<file path="config.mk">
export PLATFORM = sky130hd
export DESIGN_NAME = decoder_nto2n_scan
export DESIGN_NICKNAME = d
export VERILOG_FILES = /design/src/rtl/decoder_pkg.sv /design/src/rtl/decoder_nto2n_scan_dwell_timer.sv /design/src/rtl/decoder_nto2n_scan.sv
export SDC_FILE = /design/constraint.sdc
export NUM_CORES = 1
export LEC_CHECK = 0
export ABC_AREA = 1
export CORE_AREA = 2 2 56 58
export CTS_BUF_LIST = sky130_fd_sc_hd__clkbuf_4
export DETAILED_ROUTE_END_ITERATION = 7
export DIE_AREA = 0 0 58 60
export HOLD_SLACK_MARGIN = 0.15
export PLACE_DENSITY = 0.79
export SETUP_SLACK_MARGIN = 0.15
export SYNTH_ARGS = -nofsm -noshare
export SYNTH_HDL_FRONTEND = slang
export SYNTH_SLANG_ARGS = --single-unit
</file>
<file path="constraint.sdc">
create_clock -name clk -period 1.6 [get_ports clk]
set_input_delay 0.32 -clock clk [delete_from_list [all_inputs] [get_ports clk]]
set_output_delay 0.32 -clock clk [all_outputs]
set_load 0.05 [all_outputs]
</file>
<file path="src/rtl/decoder_pkg.sv">
// Shared types and helpers for the N-to-2^N scanning decoder.
package decoder_pkg;

    // Top-level controller states.
    typedef enum logic [1:0] {
        IDLE   = 2'd0,
        DIRECT = 2'd1,
        SCAN   = 2'd2
    } state_e;

    // Widest select the helper supports; callers truncate the result to their width.
    localparam int MAX_SEL_W = 8;
    localparam int MAX_OUT_W = 1 << MAX_SEL_W;

    // One-hot image of idx, active-high, MAX_OUT_W bits wide.
    function automatic logic [MAX_OUT_W-1:0] onehot(input logic [MAX_SEL_W-1:0] idx);
        logic [MAX_OUT_W-1:0] r;
        r      = '0;
        r[idx] = 1'b1;
        return r;
    endfunction

endpackage

</file>
<file path="src/rtl/decoder_nto2n_scan_dwell_timer.sv">
// Down-counter holding the remaining dwell cycles of the current scan index.
// Priority: clr over load over dec; dec never underflows.
module dwell_timer #(
    parameter int DWELL_W = 8
) (
    input  logic               clk,
    input  logic               rst_n,
    input  logic               clr,
    input  logic               load,
    input  logic               dec,
    input  logic [DWELL_W-1:0] load_val,
    output logic               zero
);

    logic [DWELL_W-1:0] cnt_q;
    logic [DWELL_W-1:0] cnt_d;

    // Next count: clear, reload, or step down towards zero.
    always_comb begin
        cnt_d = cnt_q;
        if (clr) begin
            cnt_d = '0;
        end else if (load) begin
            cnt_d = load_val;
        end else if (dec && (cnt_q != '0)) begin
            cnt_d = cnt_q - 1'b1;
        end
    end

    // Count register.
    always_ff @(posedge clk or negedge rst_n) begin
        if (!rst_n) begin
            cnt_q <= '0;
        end else begin
            cnt_q <= cnt_d;
        end
    end

    assign zero = (cnt_q == '0);

endmodule

</file>
<file path="src/rtl/decoder_nto2n_scan.sv">
// Registered N-to-2^N one-hot decoder with a handshaked direct mode and an
// autonomous scan mode that walks every line with a programmable dwell.
//
// Handshake: a select word is taken on a rising clk edge when sel_valid and
// sel_ready are both high; sel_ready depends only on en, mode and rst_n,
// never on sel_valid, and a valid word offered while sel_ready is low is
// simply not taken (the source may drop or change it).
module decoder_nto2n_scan
    import decoder_pkg::*;
#(
    parameter int SEL_W   = 3,
    parameter int DWELL_W = 8,
    parameter int ACT_LOW = 0
) (
    input  logic                  clk,
    input  logic                  rst_n,
    input  logic                  en,
    input  logic                  mode,
    input  logic [SEL_W-1:0]      sel,
    input  logic                  sel_valid,
    output logic                  sel_ready,
    input  logic [DWELL_W-1:0]    dwell,
    output logic [(2**SEL_W)-1:0] y,
    output logic [SEL_W-1:0]      cur_idx,
    output logic                  active,
    output logic                  wrap
);

    localparam int OUT_W = 2 ** SEL_W;
    localparam logic [OUT_W-1:0] POL_MASK = (ACT_LOW != 0) ? {OUT_W{1'b1}} : {OUT_W{1'b0}};

    state_e           state_q, state_d;
    logic [SEL_W-1:0] idx_q, idx_d;
    logic [OUT_W-1:0] y_q, y_d;     // active-high image; polarity applied at the pin
    logic             wrap_q, wrap_d;

    logic tmr_clr, tmr_load, tmr_dec, tmr_zero;
    logic handshake;

    assign sel_ready = en & ~mode & rst_n;
    assign handshake = sel_valid & sel_ready;

    dwell_timer #(.DWELL_W(DWELL_W)) u_timer (
        .clk      (clk),
        .rst_n    (rst_n),
        .clr      (tmr_clr),
        .load     (tmr_load),
        .dec      (tmr_dec),
        .load_val (dwell),
        .zero     (tmr_zero)
    );

    // Next state, index, output image and timer control. en dominates mode.
    // y_d is always derived from idx_d, so it can only ever be one-hot or all-off.
    always_comb begin
        state_d  = state_q;
        idx_d    = idx_q;
        y_d      = y_q;
        wrap_d   = 1'b0;
        tmr_clr  = 1'b0;
        tmr_load = 1'b0;
        tmr_dec  = 1'b0;
        if (!en) begin
            state_d = IDLE;
            y_d     = '0;
            tmr_clr = 1'b1;
        end else if (mode) begin
            if (state_q != SCAN) begin
                state_d  = SCAN;
                idx_d    = '0;
                tmr_load = 1'b1;
            end else if (tmr_zero) begin
                idx_d    = idx_q + 1'b1;
                tmr_load = 1'b1;
                wrap_d   = &idx_q;
            end else begin
                tmr_dec = 1'b1;
            end
            y_d = OUT_W'(onehot(MAX_SEL_W'(idx_d)));
        end else begin
            tmr_clr = 1'b1;
            if (handshake) begin
                state_d = DIRECT;
                idx_d   = sel;
                y_d     = OUT_W'(onehot(MAX_SEL_W'(sel)));
            end else if (state_q == SCAN) begin
                state_d = IDLE;
                y_d     = '0;
            end
        end
    end

    // State, index, output and wrap registers.
    always_ff @(posedge clk or negedge rst_n) begin
        if (!rst_n) begin
            state_q <= IDLE;
            idx_q   <= '0;
            y_q     <= '0;
            wrap_q  <= 1'b0;
        end else begin
            state_q <= state_d;
            idx_q   <= idx_d;
            y_q     <= y_d;
            wrap_q  <= wrap_d;
        end
    end

    assign y       = y_q ^ POL_MASK;
    assign cur_idx = idx_q;
    assign active  = (state_q != IDLE);
    assign wrap    = wrap_q;

endmodule

</file>
---- Word level (Yosys, flattened, before mapping) ----
Index checks and enable logic that the tools add are counted.
storage, ports and cells
  input bits .............................. 16
  bits in writable memories ............... 0
  memories ................................ 0
  flip-flop bits (word level) ............. 22
  ROM bits ................................ 0
  word-level logic and storage cells ...... 66
  output and inout bits ................... 14
  latch bits .............................. 0
operators by class
  reduce and logical (&&, ||, !) cells .... 11
  eq/ne operators ......................... 4
  multiplexer cells ....................... 36
  shift operators ......................... 0
  order comparisons ....................... 4
  add/sub/neg operators ................... 2
  div/mod/pow operators ................... 0
  multipliers ............................. 0
  bitwise logic cells ..................... 4
operator list
  operator                                                                              count
  8-bit 2-to-1 mux                                                                      7
  3-bit by 9-bit < comparator with 1-bit output (second input constant)                 2
  3-bit 2-to-1 mux                                                                      6
  1-bit 2-to-1 mux                                                                      16
  2-bit 2-to-1 mux                                                                      5
  8-bit logical NOT                                                                     1
  8-bit nonzero test                                                                    1
  8-bit by 1-bit subtractor with 8-bit output (second input constant)                   1
  1-bit demux with 3-bit select                                                         2
  3-bit by 1-bit greater-or-equal comparator with 1-bit output (second input constant)  2
  4-bit by 1-bit != test with 1-bit output (second input constant)                      1
  2-bit AND reduction                                                                   2
  2-bit nonzero test                                                                    2
  3-bit by 1-bit adder with 3-bit output (second input constant)                        1
  1-bit bitwise AND                                                                     3
  1-bit logical AND                                                                     3
  3-bit by 2-bit != test with 1-bit output (second input constant)                      1
  3-bit AND reduction                                                                   1
  3-bit nonzero test                                                                    1
  2-bit equality test (second input constant)                                           1
  2-bit != test (second input constant)                                                 1
  1-bit inverter                                                                        1

---- Longest topological paths before layout ----
  depth after elaboration ................. 11
  mapped depth ............................ 12

---- Hierarchy ----
Synthesis repeated with hierarchy kept, for this count alone.
second synthesis, totals
  cells, all modules ...................... 221
  area, all modules ....................... 1557.7 µm²
by module, submodules not included
  module              seq. area each (µm²)  cells each  instances  area each (µm²)
  decoder_nto2n_scan  350.3                 132         1          934.6
  dwell_timer         200.2                 89          1          623.1

---- Least setup slack after synthesis ----
No wires, ideal clock.
  kind .................................... reg2reg
  start point ............................. reg idx_q[0] (netlist: cur_idx[0])
  end point ............................... reg y_q[4] (netlist: y[4])
  path slack .............................. -0.122 ns
  arrival ................................. 1.656 ns
  stages on the path, launching flop included .. 11
  data required time ...................... 1.534 ns
  cell sequence ........................... dfrtp_1 ha_1 ha_1 inv_1 nand2_2 nand3_4 nor2_2 nand2_1 nand2_1 nand2_1 nand2_1
between the ends
  word-level cells in the longest chain between the ends .. 11
  elaborated cells between the ends (all ways) .. 12
RTL lines
  element                                                                                                                                              RTL line                   text
  start: declaration                                                                                                                                   decoder_nto2n_scan.sv:33   logic [SEL_W-1:0] idx_q, idx_d;
  start signal: assignment                                                                                                                             decoder_nto2n_scan.sv:102  idx_q <= idx_d;
  3-bit by 1-bit adder with 3-bit output                                                                                                               decoder_nto2n_scan.sv:73   idx_d = idx_q + 1'b1;
  3-bit 2-to-1 mux (*)                                                                                                                                 decoder_nto2n_scan.sv:72   end else if (tmr_zero) begin
  3-bit 2-to-1 mux (*)                                                                                                                                 decoder_nto2n_scan.sv:68   if (state_q != SCAN) begin
  3-bit 2-to-1 mux (*)                                                                                                                                 decoder_nto2n_scan.sv:67   end else if (mode) begin
  3-bit 2-to-1 mux (*)                                                                                                                                 decoder_nto2n_scan.sv:63   if (!en) begin
  3-bit by 9-bit < comparator with 1-bit output (not written as such) or 3-bit by 1-bit greater-or-equal comparator with 1-bit output (tied branches)  decoder_pkg.sv:19          r[idx] = 1'b1;
  1-bit logical AND (not written as such)                                                                                                              decoder_pkg.sv:19
  1-bit 2-to-1 mux (not written as such)                                                                                                               decoder_pkg.sv:19
  1-bit demux with 3-bit select (*)                                                                                                                    decoder_pkg.sv:19
  8-bit 2-to-1 mux (*)                                                                                                                                 decoder_nto2n_scan.sv:67
  8-bit 2-to-1 mux (*)                                                                                                                                 decoder_nto2n_scan.sv:63
  end signal: assignment                                                                                                                               decoder_nto2n_scan.sv:103  y_q <= y_d;
  end: declaration                                                                                                                                     decoder_nto2n_scan.sv:34   logic [OUT_W-1:0] y_q, y_d;
Every way passes the cells marked *; elsewhere a longest branch is shown, timed or not. The select of a mux whose other input is x is not followed.
A chain may end at the register's enable or synchronous reset.

---- Worst setup path after layout ----
  start point ............................. reg u_timer.cnt_q[1]
  end point ............................... reg y_q[2] (netlist: y[2])
between the ends
  word-level cells in the longest chain between the ends .. 11
  elaborated cells between the ends (all ways) .. 12
RTL lines
  element                                                                                                                                              RTL line                              text
  start: declaration                                                                                                                                   decoder_nto2n_scan_dwell_timer.sv:15  logic [DWELL_W-1:0] cnt_q;
  start signal: assignment                                                                                                                             decoder_nto2n_scan_dwell_timer.sv:35  cnt_q <= cnt_d;
  8-bit logical NOT (*)                                                                                                                                decoder_nto2n_scan_dwell_timer.sv:39  assign zero = (cnt_q == '0);
  3-bit 2-to-1 mux (*)                                                                                                                                 decoder_nto2n_scan.sv:72
  3-bit 2-to-1 mux (*)                                                                                                                                 decoder_nto2n_scan.sv:68
  3-bit 2-to-1 mux (*)                                                                                                                                 decoder_nto2n_scan.sv:67
  3-bit 2-to-1 mux (*)                                                                                                                                 decoder_nto2n_scan.sv:63
  3-bit by 9-bit < comparator with 1-bit output (not written as such) or 3-bit by 1-bit greater-or-equal comparator with 1-bit output (tied branches)  decoder_pkg.sv:19
  1-bit logical AND (not written as such)                                                                                                              decoder_pkg.sv:19
  1-bit 2-to-1 mux (not written as such)                                                                                                               decoder_pkg.sv:19
  1-bit demux with 3-bit select (*)                                                                                                                    decoder_pkg.sv:19
  8-bit 2-to-1 mux (*)                                                                                                                                 decoder_nto2n_scan.sv:67
  8-bit 2-to-1 mux (*)                                                                                                                                 decoder_nto2n_scan.sv:63
Marks and branches as above.

==> results.py <==
metrics = {
    "critical_path": {
        "crit_buf_inv": 2,
        "start_kind": "flop",
        "ff2ff_setup_slack_ns": -0.08,
        "crit_path_max_fanout": 7,
        "end_kind": "flop",
        "crit_family": "simple AND/OR/NAND/NOR gates",
        "rr_startpoint": "u_timer.cnt_q[1]",
        "cp_slowest_cell": "dfrtp_1",
        "cp.arrival_ns": 1.89,
        "r2r_cells": 12,
        "path_cells": "inv_1 > ha_4 > nand2_4 > nor2_4 > nand2_4 > nand2_4 > nand3_4 > buf_4 > nand3_2 > nand2_1 > nand3_1 > nand2_1",
        "crit_required_ns": 1.82,
        "cp_common_cell": "nand2_4",
        "r2r_end": "y[2]",
        "critPathMaxStageDelay_ns": 0.41,
        "critPathKind": "flop to flop",
    },
    "layout": {
        "fin_util_pct": 73.41,
        "diodes": 0,
        "syn_to_final_growth_pct": 46.94,
        "fillers": 216,
        "drive_gt1_share_pct": 38.84,
        "fin_nets": 262,
    },
    "power": {
        "seq_power_share_pct": 38.2,
        "internal-power_mw": 1.007,
        "comb_power_share_pct": 45.4,
        "pwr_density_cell_mw_per_mm2": 776.2,
        "switching_share_pct": 39.10,
        "pwr-share-clk_pct": 16.4,
        "irDropWorstVdd_v": 0.0005212,
        "p_leak_nw": 1.069,
        "p_sw_mw": 0.6467,
    },
    "timing": {
        "clock.fmax_mhz": 596.4,
        "setup_viol": 9,
        "clock_skew_ns": 0.004638,
        "period_share_pct": 104.8,
        "worst_pin_slew_ns": 0.3713,
        "maxSlewHeadroom_pct": 75.16,
        "finalHoldViolCount": 0,
        "timing.hold.ws_ns": 0.4640,
        "final.min_clock_period_ns": 1.677,
        "slew_viol_final": 0,
        "setup_slack_ns": -0.07661,
        "rsz0062_at_grt": "yes",
        "fin_setup_tns_ns": -0.4740,
    },
    "logic_synthesis": {
        "synthAdderAreaFrac_pct": 2.588,
        "synthSimpleGateAreaFrac_pct": 40.03,
        "synthMuxAreaShare_pct": 0,
        "synth.cell_area_mm2": 0.001450,
        "synth_edf_count": 0,
        "synthFlopType": "dfrtp_1",
        "synth_compound_area_share_pct": 10.79,
        "synth_top_family_by_area": "simple AND/OR/NAND/NOR gates",
        "yosysSeqAreaShare_pct": 37.96,
        "yosysWarnings": 0,
        "synthArstFlopShare_pct": 100.0,
        "yosys_register_bits": 22,
        "synth_xor_area_share_pct": 1.208,
        "syn_area_per_cell_um2": 7.673,
        "synth_cell_type_count": 30,
        "synth_cells": 189,
        "synthesis.nets": 208,
    },
    "floorplan": {
        "die_y_um": 60,
        "die_width_um": 58,
        "pin_count": 30,
        "die-area_mm2": 0.003480,
        "initial_core_util_pct": 49.96,
        "core_area_mm2": 0.002903,
        "rows": 20,
    },
    "cts": {
        "cts.clk_slew.worst_paths_ns": 0.13,
        "clk_path_buf_depth": 2,
        "h-tree-depth": 1,
        "root_buffer": "clkbuf_4",
        "clock-sinks": 22,
        "numCtsBuffers": 3,
        "clkLatencyLatePin_ns": 0.31,
        "cts_tree": "yes",
    },
    "drt": {
        "postRouteAntennaNets": 0,
        "routed_via_density": 5.309,
        "wl_per_cell_um": 13.74,
        "drt-initial-drc-count": 80,
        "dr_total_vias": 1460,
        "drt-total-wl_um": 3779,
        "drtPass1Iterations": 4,
        "drc": 0,
    },
    "run": {
        "cap_violations": 0,
    },
    "outcome": {
        "violations": "negative setup slack",
        "status": "finished with violations",
    },
    "worst_hold_path": {
        "hold_path_depth": 3,
        "hold_path_end": "y[4]",
        "min-delay-start": "en",
        "hp-class": "primary input to flop",
    },
    "grt": {
        "antenna_found_initial": 0,
        "grt-ovfl-total": 0,
        "track_usage_pct": 22.42,
        "grt_pass1_wl_um": 5968,
        "grt_pass1_vias": 1394,
        "grt_max_degree": 23,
    },
    "place": {
        "io_buffers": 29,
        "place_ws_ns": -0.2211,
        "gp_congestion": 0.9364,
        "dp_hpwl_um": 2528,
    },
}
[layer usage]
layer,up-vias,wire (um),global-route usage [%]
met1,679,1639,28.57
met3,17,154,2.597
met4,0,102,9.967
met2,52,1883,38.31
met5,-,0,0
li1,712,-,-
[synth_stat cells (2+ instances only)]
library cell / number / share of area, %
buf_4: 2 / 1.0
nand2_4: 4 / 3.1
nor2_1: 15 / 3.9
a211oi_1: 2 / 1.0
inv_2: 4 / 1.0
o21ai_0: 12 / 4.1
ha_1: 3 / 2.6
xor2_1: 2 / 1.2
nor2_2: 4 / 1.7
nand2_2: 7 / 3.0
nand3_1: 16 / 5.5
nand2_1: 51 / 13
a31oi_1: 4 / 1.7
or2_2: 2 / 0.86
inv_1: 19 / 4.9
dfrtp_1: 22 / 38
nor2_4: 5 / 3.9
a21oi_1: 3 / 1.0
[registers in the layout, summed over array words and instances, names as in the netlist]
register,count
u_timer.cnt_q,8
y,8
cur_idx,3
state_q,2
wrap,1
[stage by stage]
| stage | total power, mW | area (um^2) | instances |
|---|---|---|---|
| 2_1_floorplan | 1.044 | 1479 | 189 |
| 3_3_place_gp | 1.270 | 1913 | 261 |
| 3_5_place_dp | 1.279 | 1913 | 261 |
| 4_1_cts | 1.594 | 2021 | 268 |
| 5_1_grt | 1.740 | 2131 | 275 |
| 6_report | 1.654 | 2131 | 275 |
[power by group through the flow]
stage | registers [mW] | clock network, mW | logic (mW)
2_1_floorplan | 0.714 | 0 | 0.330
3_5_place_dp | 0.647 | 0 | 0.632
4_1_cts | 0.632 | 0.273 | 0.689
5_1_grt | 0.637 | 0.297 | 0.806
3_3_place_gp | 0.646 | 0 | 0.625
6_report | 0.632 | 0.271 | 0.750
[worst max path at each step]
stage                      from   end  depth (start not counted)
2_1_floorplan        cur_idx[0]  y[6]                         10
4_1_cts        u_timer.cnt_q[0]  y[7]                         11
3_5_place_dp               mode  y[5]                          9
6_report       u_timer.cnt_q[1]  y[2]                         12
3_3_place_gp               mode  y[2]                          9
5_1_grt        u_timer.cnt_q[0]  y[7]                         12
[repair_timing]
item,in CTS,in global routing
buffers inserted,3,6
endpoints found under the setup margin,22,21
hold buffers,0,1
resized for setup,18,19
pin swaps,14,8
hold endpoints to repair,0,22
[layout by cell type, fill, tap and decap left out, drive strengths merged]
cell	Yosys	layout
a211oi	2	2
a21oi	3	3
a31oi	4	4
buf	2	35
clkbuf	0	3
clkdlybuf4s50	0	12
clkinv	0	1
dfrtp	22	22
dlygate4sd2	0	2
dlygate4sd3	0	1
dlymetal6s2s	0	1
ha	3	3
inv	24	24
nand2	62	62
nand3	18	18
nand4	1	1
nor2	25	25
nor3	1	1
o211ai	1	1
o21a	1	1
o21ai	13	13
o21bai	1	1
o22ai	1	1
o31ai	1	1
or2	2	2
xor2	2	2
[cells by family after synthesis]
| family | count (synthesis) |
|---|---|
| flops | 22 |
| xor+xnor | 2 |
| simple gates | 109 |
| buf+inv | 26 |
| compound gates | 27 |
| fa+ha+maj | 3 |
[worst reg2reg max path, cell delays in order, from the launching register on]
cell and delay (ns):
dfrtp_1 0.41, inv_1 0.10, ha_4 0.17, nand2_4 0.07, nor2_4 0.15, nand2_4 0.10, nand2_4 0.07, nand3_4 0.12
buf_4 0.17, nand3_2 0.05, nand2_1 0.05, nand3_1 0.07, nand2_1 0.06
[final cells by class]
cell class,instances,area (um^2),share of cell area (%)
flip-flops and latches,22,555.5,26.07
inverters,24,95.09,4.463
clock buffers,3,22.52,1.057
well taps,33,41.29,1.938
repair buffers,51,493.0,23.14
multi-input cells,141,919.6,43.16
clock inverters,1,3.754,0.1762
Note: power is estimated with default switching activity, not from simulation.
